--- src/rtl/jtag_tap_driver.sv ---
// -----------------------------------------------------------------------------
// jtag_tap_driver
//
// FPGA-side JTAG initiator. Accepts high-level commands (TAP reset, IR scan,
// DR scan, idle clocks) on a valid/ready interface, generates the matching
// TCK/TMS/TDI waveform towards the SoC debug TAP, samples TDO during shift
// periods and hands the captured bits back on a second valid/ready interface.
//
// Ports:
//   clk_i        system clock
//   rst_ni       asynchronous active-low reset
//   cmd_valid_i  command valid
//   cmd_ready_o  command ready (high only while idle)
//   cmd_type_i   0=TAP reset, 1=IR scan, 2=DR scan, 3=idle clocks
//   cmd_len_i    scan length or idle TCK count (clamped to MAX_LEN)
//   cmd_data_i   TDI bits, bit 0 shifted first
//   rsp_valid_o  response valid
//   rsp_ready_i  response ready
//   rsp_data_o   captured TDO bits, bit i = i-th shifted bit
//   tck_o        JTAG clock (rests low)
//   tms_o        JTAG mode select
//   tdi_o        JTAG data to TAP
//   tdo_i        JTAG data from TAP
//   trst_no      JTAG reset, active low
// -----------------------------------------------------------------------------
module jtag_tap_driver #(
   parameter int CLK_DIV = 4,
   parameter int MAX_LEN = 64,
   parameter int LEN_W   = $clog2(MAX_LEN + 1)
) (
   input  logic               clk_i,
   input  logic               rst_ni,
   input  logic               cmd_valid_i,
   output logic               cmd_ready_o,
   input  logic [1:0]         cmd_type_i,
   input  logic [LEN_W-1:0]   cmd_len_i,
   input  logic [MAX_LEN-1:0] cmd_data_i,
   output logic               rsp_valid_o,
   input  logic               rsp_ready_i,
   output logic [MAX_LEN-1:0] rsp_data_o,
   output logic               tck_o,
   output logic               tms_o,
   output logic               tdi_o,
   input  logic               tdo_i,
   output logic               trst_no
);

   // Period counter must hold the longest command: IR scan of MAX_LEN bits.
   localparam int PER_W = $clog2(MAX_LEN + 7);
   localparam int DIV_W = (CLK_DIV > 1) ? $clog2(CLK_DIV) : 1;
   localparam logic [DIV_W-1:0] DIV_LAST = DIV_W'(CLK_DIV - 1);

   localparam logic [1:0] CMD_RESET = 2'd0;
   localparam logic [1:0] CMD_IR    = 2'd1;
   localparam logic [1:0] CMD_DR    = 2'd2;
   localparam logic [1:0] CMD_IDLE  = 2'd3;

   typedef enum logic [1:0] {
      ST_IDLE = 2'd0,
      ST_RUN  = 2'd1,
      ST_RESP = 2'd2
   } state_t;

   // Number of TCK periods before the first shift period.
   function automatic logic [PER_W-1:0] prefix_len(input logic [1:0] typ);
      if (typ == CMD_IR) begin
         prefix_len = PER_W'(4);
      end else begin
         prefix_len = PER_W'(3);
      end
   endfunction

   // Total TCK periods emitted for a command.
   function automatic logic [PER_W-1:0] total_periods(input logic [1:0]       typ,
                                                      input logic [LEN_W-1:0] len);
      case (typ)
         CMD_RESET:      total_periods = PER_W'(6);
         CMD_IR, CMD_DR: total_periods = prefix_len(typ) + PER_W'(len) + PER_W'(2);
         CMD_IDLE:       total_periods = PER_W'(len);
         default:        total_periods = PER_W'(0);
      endcase
   endfunction

   // Pin values {trst_n, tms, tdi} for TCK period k of a command. Any k at or
   // beyond the end of the command yields the resting values.
   function automatic logic [2:0] period_ctl(input logic [1:0]         typ,
                                             input logic [LEN_W-1:0]   len,
                                             input logic [MAX_LEN-1:0] data,
                                             input logic [PER_W-1:0]   k);
      logic [PER_W-1:0] pre;
      logic [PER_W-1:0] n;
      logic [PER_W-1:0] sidx;
      logic             trst_n;
      logic             tms;
      logic             tdi;
      pre    = prefix_len(typ);
      n      = PER_W'(len);
      sidx   = k - pre;
      trst_n = 1'b1;
      tms    = 1'b0;
      tdi    = 1'b0;
      if (k < total_periods(typ, len)) begin
         case (typ)
            CMD_RESET: begin
               tms    = (k < PER_W'(5));
               trst_n = (k >= PER_W'(3));
            end
            CMD_IR, CMD_DR: begin
               if (k < pre) begin
                  // Select-DR, [Select-IR,] Capture, Shift. With no bits to
                  // shift the last step goes Capture->Exit1 instead.
                  if (k == PER_W'(0)) begin
                     tms = 1'b1;
                  end else if ((typ == CMD_IR) && (k == PER_W'(1))) begin
                     tms = 1'b1;
                  end else if ((k == pre - PER_W'(1)) && (n == PER_W'(0))) begin
                     tms = 1'b1;
                  end else begin
                     tms = 1'b0;
                  end
               end else if (k < pre + n) begin
                  // Last shift period also moves Shift->Exit1.
                  tms = (sidx == n - PER_W'(1));
                  for (int b = 0; b < MAX_LEN; b++) begin
                     if (sidx == PER_W'(b)) begin
                        tdi = data[b];
                     end
                  end
               end else if (k == pre + n) begin
                  tms = 1'b1;   // Exit1 -> Update
               end else begin
                  tms = 1'b0;   // Update -> Run-Test/Idle
               end
            end
            CMD_IDLE: begin
               tms = 1'b0;
            end
            default: begin
               tms = 1'b0;
            end
         endcase
      end
      return {trst_n, tms, tdi};
   endfunction

   state_t               state_q, state_d;
   logic [1:0]           typ_q, typ_d;
   logic [LEN_W-1:0]     len_q, len_d;
   logic [MAX_LEN-1:0]   data_q, data_d;
   logic [MAX_LEN-1:0]   cap_q, cap_d;
   logic [PER_W-1:0]     per_q, per_d;
   logic [PER_W-1:0]     tot_q, tot_d;
   logic [DIV_W-1:0]     div_q, div_d;
   logic                 tck_q, tck_d;
   logic                 tms_q, tms_d;
   logic                 tdi_q, tdi_d;
   logic                 trst_q, trst_d;
   logic                 cmd_ready_q, cmd_ready_d;
   logic                 rsp_valid_q, rsp_valid_d;
   logic [MAX_LEN-1:0]   rsp_data_q, rsp_data_d;

   logic [LEN_W-1:0]     len_clamped;
   logic [PER_W-1:0]     cur_pre;
   logic [PER_W-1:0]     cur_sidx;
   logic                 cur_shift;

   assign len_clamped = (cmd_len_i > LEN_W'(MAX_LEN)) ? LEN_W'(MAX_LEN) : cmd_len_i;

   // Decode whether the current TCK period is a shift period and its bit index.
   always_comb begin
      cur_pre = prefix_len(typ_q);
      if (((typ_q == CMD_IR) || (typ_q == CMD_DR)) &&
          (per_q >= cur_pre) && (per_q < cur_pre + PER_W'(len_q))) begin
         cur_shift = 1'b1;
         cur_sidx  = per_q - cur_pre;
      end else begin
         cur_shift = 1'b0;
         cur_sidx  = PER_W'(0);
      end
   end

   // Command sequencer: next-state, TCK timing, pin values and TDO capture.
   always_comb begin
      state_d     = state_q;
      typ_d       = typ_q;
      len_d       = len_q;
      data_d      = data_q;
      cap_d       = cap_q;
      per_d       = per_q;
      tot_d       = tot_q;
      div_d       = div_q;
      tck_d       = tck_q;
      tms_d       = tms_q;
      tdi_d       = tdi_q;
      trst_d      = trst_q;
      cmd_ready_d = cmd_ready_q;
      rsp_valid_d = rsp_valid_q;
      rsp_data_d  = rsp_data_q;

      case (state_q)
         ST_IDLE: begin
            if (cmd_valid_i && cmd_ready_q) begin
               state_d     = ST_RUN;
               cmd_ready_d = 1'b0;
               typ_d       = cmd_type_i;
               len_d       = len_clamped;
               data_d      = cmd_data_i;
               cap_d       = {MAX_LEN{1'b0}};
               per_d       = PER_W'(0);
               div_d       = DIV_W'(0);
               tck_d       = 1'b0;
               tot_d       = total_periods(cmd_type_i, len_clamped);
               {trst_d, tms_d, tdi_d} =
                  period_ctl(cmd_type_i, len_clamped, cmd_data_i, PER_W'(0));
            end else begin
               cmd_ready_d = 1'b1;
               trst_d      = 1'b1;
            end
         end

         ST_RUN: begin
            if (per_q == tot_q) begin
               // One cycle after the last high phase: publish the capture.
               state_d     = ST_RESP;
               rsp_valid_d = 1'b1;
               rsp_data_d  = cap_q;
            end else if (div_q == DIV_LAST) begin
               div_d = DIV_W'(0);
               if (tck_q == 1'b0) begin
                  tck_d = 1'b1;
               end else begin
                  // End of high phase: sample TDO, then start the next period
                  // with fresh TMS/TDI on its first low cycle.
                  tck_d = 1'b0;
                  per_d = per_q + PER_W'(1);
                  {trst_d, tms_d, tdi_d} =
                     period_ctl(typ_q, len_q, data_q, per_q + PER_W'(1));
                  if (cur_shift) begin
                     for (int b = 0; b < MAX_LEN; b++) begin
                        if (cur_sidx == PER_W'(b)) begin
                           cap_d[b] = tdo_i;
                        end
                     end
                  end else begin
                     cap_d = cap_q;
                  end
               end
            end else begin
               div_d = div_q + DIV_W'(1);
            end
         end

         ST_RESP: begin
            if (rsp_ready_i) begin
               state_d     = ST_IDLE;
               rsp_valid_d = 1'b0;
               cmd_ready_d = 1'b1;
            end else begin
               rsp_valid_d = 1'b1;
            end
         end

         default: begin
            state_d     = ST_IDLE;
            cmd_ready_d = 1'b1;
            rsp_valid_d = 1'b0;
            tck_d       = 1'b0;
            tms_d       = 1'b0;
            tdi_d       = 1'b0;
         end
      endcase
   end

   // State and output registers; reset forces all pins to their safe values.
   always_ff @(posedge clk_i or negedge rst_ni) begin
      if (!rst_ni) begin
         state_q     <= ST_IDLE;
         typ_q       <= 2'd0;
         len_q       <= {LEN_W{1'b0}};
         data_q      <= {MAX_LEN{1'b0}};
         cap_q       <= {MAX_LEN{1'b0}};
         per_q       <= {PER_W{1'b0}};
         tot_q       <= {PER_W{1'b0}};
         div_q       <= {DIV_W{1'b0}};
         tck_q       <= 1'b0;
         tms_q       <= 1'b0;
         tdi_q       <= 1'b0;
         trst_q      <= 1'b0;
         cmd_ready_q <= 1'b1;
         rsp_valid_q <= 1'b0;
         rsp_data_q  <= {MAX_LEN{1'b0}};
      end else begin
         state_q     <= state_d;
         typ_q       <= typ_d;
         len_q       <= len_d;
         data_q      <= data_d;
         cap_q       <= cap_d;
         per_q       <= per_d;
         tot_q       <= tot_d;
         div_q       <= div_d;
         tck_q       <= tck_d;
         tms_q       <= tms_d;
         tdi_q       <= tdi_d;
         trst_q      <= trst_d;
         cmd_ready_q <= cmd_ready_d;
         rsp_valid_q <= rsp_valid_d;
         rsp_data_q  <= rsp_data_d;
      end
   end

   assign cmd_ready_o = cmd_ready_q;
   assign rsp_valid_o = rsp_valid_q;
   assign rsp_data_o  = rsp_data_q;
   assign tck_o       = tck_q;
   assign tms_o       = tms_q;
   assign tdi_o       = tdi_q;
   assign trst_no     = trst_q;

endmodule

--- config.mk ---
export PLATFORM = sky130hd
export DESIGN_NAME = jtag_tap_driver
export DESIGN_NICKNAME = d
export VERILOG_FILES = /design/src/rtl/jtag_tap_driver.sv
export SDC_FILE = /design/constraint.sdc
export NUM_CORES = 1
export LEC_CHECK = 0
export BUFFER_PORTS_ARGS = -buffer_cell sky130_fd_sc_hd__buf_2
export CAP_MARGIN = 15
export CELL_PAD_IN_SITES_DETAIL_PLACEMENT = 1
export CELL_PAD_IN_SITES_GLOBAL_PLACEMENT = 1
export CORE_MARGIN = 1
export CORE_UTILIZATION = 47
export DETAILED_ROUTE_END_ITERATION = 10
export PLACE_DENSITY = 0.92
export SYNTH_ARGS = -nofsm -noshare
export SYNTH_HDL_FRONTEND = slang
export SYNTH_SLANG_ARGS = --single-unit
--- constraint.sdc ---
create_clock -name clk_i -period 5.6 [get_ports clk_i]
set_clock_uncertainty 0.2 [all_clocks]
set_input_delay 1.4 -clock clk_i [delete_from_list [all_inputs] [get_ports clk_i]]
set_output_delay 1.4 -clock clk_i [all_outputs]
set_load 0.01 [all_outputs]
==> metrics.md, run 1 <==
| Metric | Value |
|---|---|
| Initial Util | `0.481` |
| H-tree depth | `1` |
| Crit path max-delay family | `compound AO/OA/AOI/OAI gates` |
| Worst skew pair latency | `about 530 ps` |
| Final layout net count | `1484` |
| Area delta synth->final | `14.1%` |
| Post-Route WL | `around 39000 um` |
| Synth warn | `0` |
| Predominant post-synthesis flop cell | `dfrtp_1` |
| Max-slew headroom | `0.344` |
| WL per Instance | `22.2 um` |
| Worst Tran Pin Value | `~980 ps` |
| Post-cts hold buffer count | `0` |
| RSZ-0062 raised after global routing | `no` |
| Clk sinks | `about 230` |
| Vias/cell | `just over 6` |
| Tightest Hold Check Type | `register to register` |
| Hold endpoint | `rsp_data_o[13]` |
| Slowest-stage cell, CP | `or4_1` |
| Utilization after layout | `0.549` |
| Asr flop ratio synth | `1.00` |
| XOR/XNOR Fraction of Synth Area | `0.0328` |
| Part of the cycle the worst path needs | `0.927` |
| Crit path DAT | `5370 ps` |
| R2R setup slack | `slightly above 400 ps` |
| CTS tree | `done` |
| PD cells | `~730 nW/um^2` |
| Resized Gates After CTS | `0` |
| CP peak stage delay | `roughly 580 ps` |
| CP cell instances | `inv_1 -> ha_1 -> inv_1 -> ha_1 -> fa_1 -> a31oi_1 -> nor2_1 -> xnor2_1 -> ha_1 -> a211oi_1 -> o41a_1 -> o311a_4 -> or4_1 -> o211ai_1` |
| Site Rows | `60` |
| HPWL after DPL | `27100 um` |
| Final min period | `~5200 ps` |
| Post-CTS Setup Inserts | `0` |
| GP Congestion | `between 0.9 and 1` |
| Synth Area in Compound Gates | `0.186` |
| Final hold vios | `0` |
| Clk pin slew, worst setup/hold paths | `about 60 ps` |
| Tot GR Track Use | `0.275` |
| Multiplexer area fraction after synthesis | `0.138` |
| Max Slew Vio Count | `0` |
| Share of cells above drive strength 1 | `0.276` |
| Cell taking the most area after synthesis | `dfrtp_1` |
| Peak VDD IR | `around 0.37 mV` |
| Diode count | `0` |
| Synth Area in Simple Gates | `0.109` |
| Req. time, crit path | `between 5000 and 6000 ps` |
| Buf/Inv on CP | `2` |
| Post-Syn Area per Cell | `between 10 and 15 um^2` |
| RR Endpoint | `cap_q[2]` |
| Crit. End Element | `register` |
| IO buf count | `around 150` |
| Critical path class | `register to register` |
| Ports | `about 150` |
| Status | `completed` |
| Antenna violations before repair | `0` |
| Largest net degree at the start of global routing | `between 100 and 150` |
| DR iter-0 viols | `790` |
| Largest family of logic cells by synthesized area | `compound AO/OA/AOI/OAI gates` |
| Combinational share of power | `0.561` |
| Core footprint | `about 27000 um^2` |
| Switch Pwr | `4.81 mW` |
| Sum Neg Setup Slack | `0 ps` |
| Most frequent cell after synthesis | `dfrtp_1` |
| Full die area | `roughly 28000 um^2` |
| Top cells by area, synth | `dfrtp_1 (43%), mux2_2 (12%), o211ai_1 (6.3%)` |
| Sequential area share after synthesis | `0.432` |
| Setup Viol. Count Final | `0` |
| CP dominant cell by count | `ha_1` |
| Distinct cell type count after synthesis | `79` |
| Drt first pass iters | `4` |
| Buffer depth of the longest clock path | `3` |
| Synth cell count leaders | `dfrtp_1 (224), mux2_2 (141), o211ai_1 (109), o21ai_0 (102), nand2_1 (95)` |
| Number of buffers created by CTS | `25` |
| Internal power | `around 6.0 mW` |
| Final WS setup | `around 410 ps` |
| Total power draw | `10.8 mW` |
| Path depth of the worst reg2reg path | `14` |
| Grt total ovfl | `0` |
| Crit Path Max Fanout | `17` |
| Die Y | `169 um` |
| Root Driver | `clkbuf_16` |
| Synth Register Bits | `approximately 230` |
| Clock share of power | `0.152` |
| Worst Min Path Start | `rsp_data_o[13]` |
| Worst hold stages | `1` |
| Vias in the first global route | `approximately 11000` |
| Die Wd | `169 um` |
| Post-synth EDFFs | `0` |
| Sw Share | `0.445` |
| Syn nets | `1384` |
| Global-route wire length before repair | `roughly 63000 um` |
| DRC errors left | `0` |
| Antenna viol nets, final | `0` |
| Max_cap viols | `0` |
| Mapped Area | `approximately 13000 um^2` |
| Syn Inst Count | `about 1200` |
| CP Launch Type | `register` |
| Adder-cell area share of the yosys netlist | `0.0614` |
| Place WS | `between 400 and 500 ps` |
| Share of the synthesized area in the top cell type | `0.430` |
| Via count | `between 10000 and 15000` |
| Sequential share of power | `0.287` |
| Lkg Pwr | `6.30 nW` |
| Fmax achieved | `between 150 and 200 MHz` |
| Reg2reg start | `typ_q[1]` |
-- per-stage QoR --
| step | instance area (um^2) | cells | hold slack, ps |
|---|---|---|---|
| after global placement | 14100 | 1689 | 282 |
| after global routing | 14900 | 1733 | 318 |
| after floorplan | 13000 | 1245 | 260 |
| after CTS | 14900 | 1732 | 301 |
| after detailed placement | 14100 | 1689 | 288 |
| final | 14900 | 1733 | 299 |
-- power groups by stage --
stage          clock, mW  combinational, mW  sequential (mW)
4_1_cts             1.68               6.03             3.10
6_report            1.64               6.06             3.10
2_1_floorplan          0               4.26             2.95
5_1_grt             1.72               6.61             3.20
3_5_place_dp           0               5.95             3.12
3_3_place_gp           0               5.61             3.04
-- layout make-up --
| cell class | count | area [um^2] |
|---|---|---|
| clock buffers | 36 | 717 |
| clock inverters | 7 | 92.6 |
| fillers | 2980 | 12200 |
| inverters | 33 | 124 |
| multi-input cells | 893 | 6930 |
| flip-flops and latches | 225 | 5630 |
| well taps | 372 | 465 |
| repair buffers | 167 | 916 |
-- cells by family after synthesis --
family,count (synthesis)
compound gates,360
simple gates,272
flops,225
mux,155
buf+inv,127
fa+ha+maj,61
xor+xnor,45
-- layer usage --
layer,vias to the layer above,share of wire,global-route usage
met5,-,0,0
met4,0,0.032,0.0937
met3,94,0.044,0.0409
met2,311,0.52,0.499
met1,5429,0.41,0.333
li1,4810,-,-
-- placed cells by master (no fill, tap or decap), types with 10 or more instances in the layout --
master and count:
nand2_1 93, nor4_1 17, xor2_1 16, ha_1 55, a21o_1 27, nor2_1 30, and3_1 10, dfrtp_1 224
or3_1 12, buf_4 18, nor3_1 20, a31oi_1 11, a21oi_1 35, clkbuf_16 25, buf_2 146, nor2b_1 18
o31ai_1 12, mux2_2 141, o21ai_0 102, o211ai_1 109, nand3_1 20, inv_1 32, xnor2_1 25
-- worst max path at each step --
stage,startpoint,end,depth (start not counted),slack (ps)
final,typ_q[1],cap_q[2],14,410
after global routing,typ_q[1],cap_q[2],14,200
after CTS,typ_q[1],cap_q[2],14,470
after detailed placement,typ_q[1],cap_q[2],14,460
after global placement,typ_q[1],cap_q[4],14,760
after floorplan,typ_q[1],cap_q[49],17,1360
-- registers in the layout, summed over array words and instances, names as in the netlist --
register and count:
cap_q 64, len_q 7, rsp_data_o 64, tms_o 1, data_q 64, tot_q 7, state_q 2, per_q 7
div_q 2, typ_q 2, rsp_valid_o 1, tck_o 1, cmd_ready_o 1, tdi_o 1, trst_no 1
No activity file was read; power rests on OpenSTA's default activity.
==> run 2, diff against run 1 <==
--- a/config.mk
+++ b/config.mk
@@ -9,7 +9,7 @@
 export CAP_MARGIN = 15
 export CELL_PAD_IN_SITES_DETAIL_PLACEMENT = 1
 export CELL_PAD_IN_SITES_GLOBAL_PLACEMENT = 1
-export CORE_MARGIN = 1
+export CORE_MARGIN = 2
 export CORE_UTILIZATION = 47
 export DETAILED_ROUTE_END_ITERATION = 10
 export PLACE_DENSITY = 0.92
==> constraint.sdc (replaced) <==
create_clock -name clk_i -period 5.01 [get_ports clk_i]
set_clock_uncertainty 0.2 [all_clocks]
set_input_delay 1.2525 -clock clk_i [delete_from_list [all_inputs] [get_ports clk_i]]
set_output_delay 1.2525 -clock clk_i [all_outputs]
set_load 0.01 [all_outputs]
==> run 2 against run 1 <==
Design area rose by 0.63%. Via count rose by 1.5%. Cell count rose by 0.63%. First-iteration DRC count rose by 2.0%. Global-route usage fell by 0.17 points. Critical endpoint is now cap_q[6].
==> metrics.md, run 2 (same netlist as run 1, synthesis figures left out) <==
| Metric | Value |
|---|---|
| Status | `completed` |
| Largest net degree at the start of global routing | `105` |
| Sequential Area | `approximately 5600 um^2` |
| Initial Util | `0.481` |
| Global-route wire length before repair | `between 60000 and 70000 um` |
| Worst skew pair latency | `about 550 ps` |
| Resized Gates After CTS | `0` |
| Tot GR Track Use | `0.274` |
| Clk pin slew, worst setup/hold paths | `60 ps` |
| Part of the cycle the worst path needs | `0.945` |
| HPWL after DPL | `27900 um` |
| Share of cells above drive strength 1 | `0.284` |
| Footprint of the multi-input gates | `6940 um^2` |
| Full die area | `around 29000 um^2` |
| Clk sinks | `225` |
| Grt total ovfl | `0` |
| Fmax achieved | `between 200 and 250 MHz` |
| Max Slew Vio Count | `0` |
| Max_cap viols | `0` |
| Crit Path Max Fanout | `32` |
| CP cell instances | `inv_1 -> ha_1 -> inv_1 -> ha_1 -> fa_1 -> a31oi_1 -> nor2_1 -> xnor2_1 -> ha_1 -> a211oi_1 -> buf_4 -> o41ai_4 -> buf_4 -> or4_1 -> o211ai_1 -> o211ai_1` |
| Post-layout instance count excluding filler cells | `around 1700` |
| Ports | `roughly 150` |
| Setup Viol. Count Final | `0` |
| Area delta synth->final | `14.8%` |
| Antenna viol nets, final | `0` |
| Tightest Hold Check Type | `register to register` |
| Site Rows | `60` |
| DRC errors left | `0` |
| Post-CTS Setup Inserts | `0` |
| Die Wd | `around 170 um` |
| Max-slew headroom | `0.315` |
| Most common cell after layout, fill and taps aside | `dfrtp_1` |
| Final min period | `approximately 4700 ps` |
| Commonest non-fill, non-tap cells in the layout | `dfrtp_1 (224), buf_2 (146), mux2_2 (141)` |
| Number of buffers created by CTS | `25` |
| Hold WS | `approximately 300 ps` |
| Total power draw | `approximately 12 mW` |
| Critical path class | `register to register` |
| PD cells | `810 nW/um^2` |
| Drt first pass iters | `5` |
| Crit path max-delay family | `adder cells` |
| CTS tree | `done` |
| Via count | `~11000` |
| H-tree depth | `1` |
| DR iter-0 viols | `just over 800` |
| WL per Instance | `between 20 and 25 um` |
| Placed Cells | `1698` |
| Peak VDD IR | `0.385 mV` |
| Final layout net count | `between 1000 and 1500` |
| CP peak stage delay | `a little under 600 ps` |
| Root Driver | `clkbuf_16` |
| Utilization after layout | `0.553` |
| Buffer depth of the longest clock path | `3` |
| Sum Neg Setup Slack | `0 ps` |
| IO buf count | `147` |
| RSZ-0062 raised after global routing | `no` |
| Crit path DAT | `4940 ps` |
| Post-cts hold buffer count | `0` |
| Core footprint | `approximately 27000 um^2` |
| Final hold vios | `0` |
| Post-Route WL | `roughly 40000 um` |
| Slowest-stage cell, CP | `or4_1` |
| Vias/cell | `around 6.2` |
| Buf/Inv on CP | `4` |
| Antenna violations before repair | `0` |
| Die Y | `between 150 and 200 um` |
| Req. time, crit path | `5210 ps` |
| Crit. End Element | `register` |
| CP Launch Type | `register` |
| Lkg Pwr | `6.36 nW` |
| Vias in the first global route | `between 10000 and 15000` |
| CP dominant cell by count | `ha_1` |
| Filler cells | `2959` |
| GP Congestion | `just over 0.9` |
| Worst Tran Pin Value | `1020 ps` |
| Diode count | `0` |
run 2: routing by layer:
layer / vias up / global-route usage / routed length, um
met3: 112 / 0.0400 / 1780
li1: 4850 / - / -
met4: 0 / 0.0988 / 1460
met2: 348 / 0.505 / 20800
met1: 5496 / 0.323 / 15700
met5: - / 0 / 0
run 2: stage by stage:
step / worst slack (ps) / area [um^2]
3_5_place_dp: 272 / 14100
3_3_place_gp: 583 / 14100
6_report: 277 / 15000
2_1_floorplan: 768 / 13000
4_1_cts: 234 / 15000
5_1_grt: 11.4 / 15000
run 2: power breakdown:
group,total (mW),internal [mW],switching (mW)
Sequential,3.45,2.74,0.717
Clock,1.86,1.10,0.760
Combinational,6.82,2.88,3.94
Total,12.1,6.71,5.42
run 2: worst reg2reg max path, delay by kind of cell, from the launching register on:
kind            cells  cell delay, ps
compound gates      5            1120
xor+xnor            1             250
buf+inv             4             660
flops               1             400
fa+ha+maj           4            1260
simple gates        2             700
run 2: area by class of cell:
cell class,instances,share of cell area
Clock buffer,34,0.0474
Timing Repair Buffer,176,0.0657
Clock inverter,11,0.00819
Multi-Input combinational cell,893,0.463
Tap cell,372,0.0311
Inverter,33,0.00827
Sequential cell,225,0.376
run 2: final timing paths:
path / from / to / slack [ps] / cells past startpoint
setup / recovery: typ_q[1] / cap_q[6] / 280 / 16
hold / removal: rsp_data_o[22] / rsp_data_o[22] / 300 / 1
setup reg to reg: typ_q[1] / cap_q[6] / 280 / 16
hold reg to reg: rsp_data_o[22] / rsp_data_o[22] / 300 / 1
max in group asynchronous: rst_ni / data_q[60] / 3000 / 2
min in group asynchronous: rst_ni / rsp_data_o[61] / 530 / 1
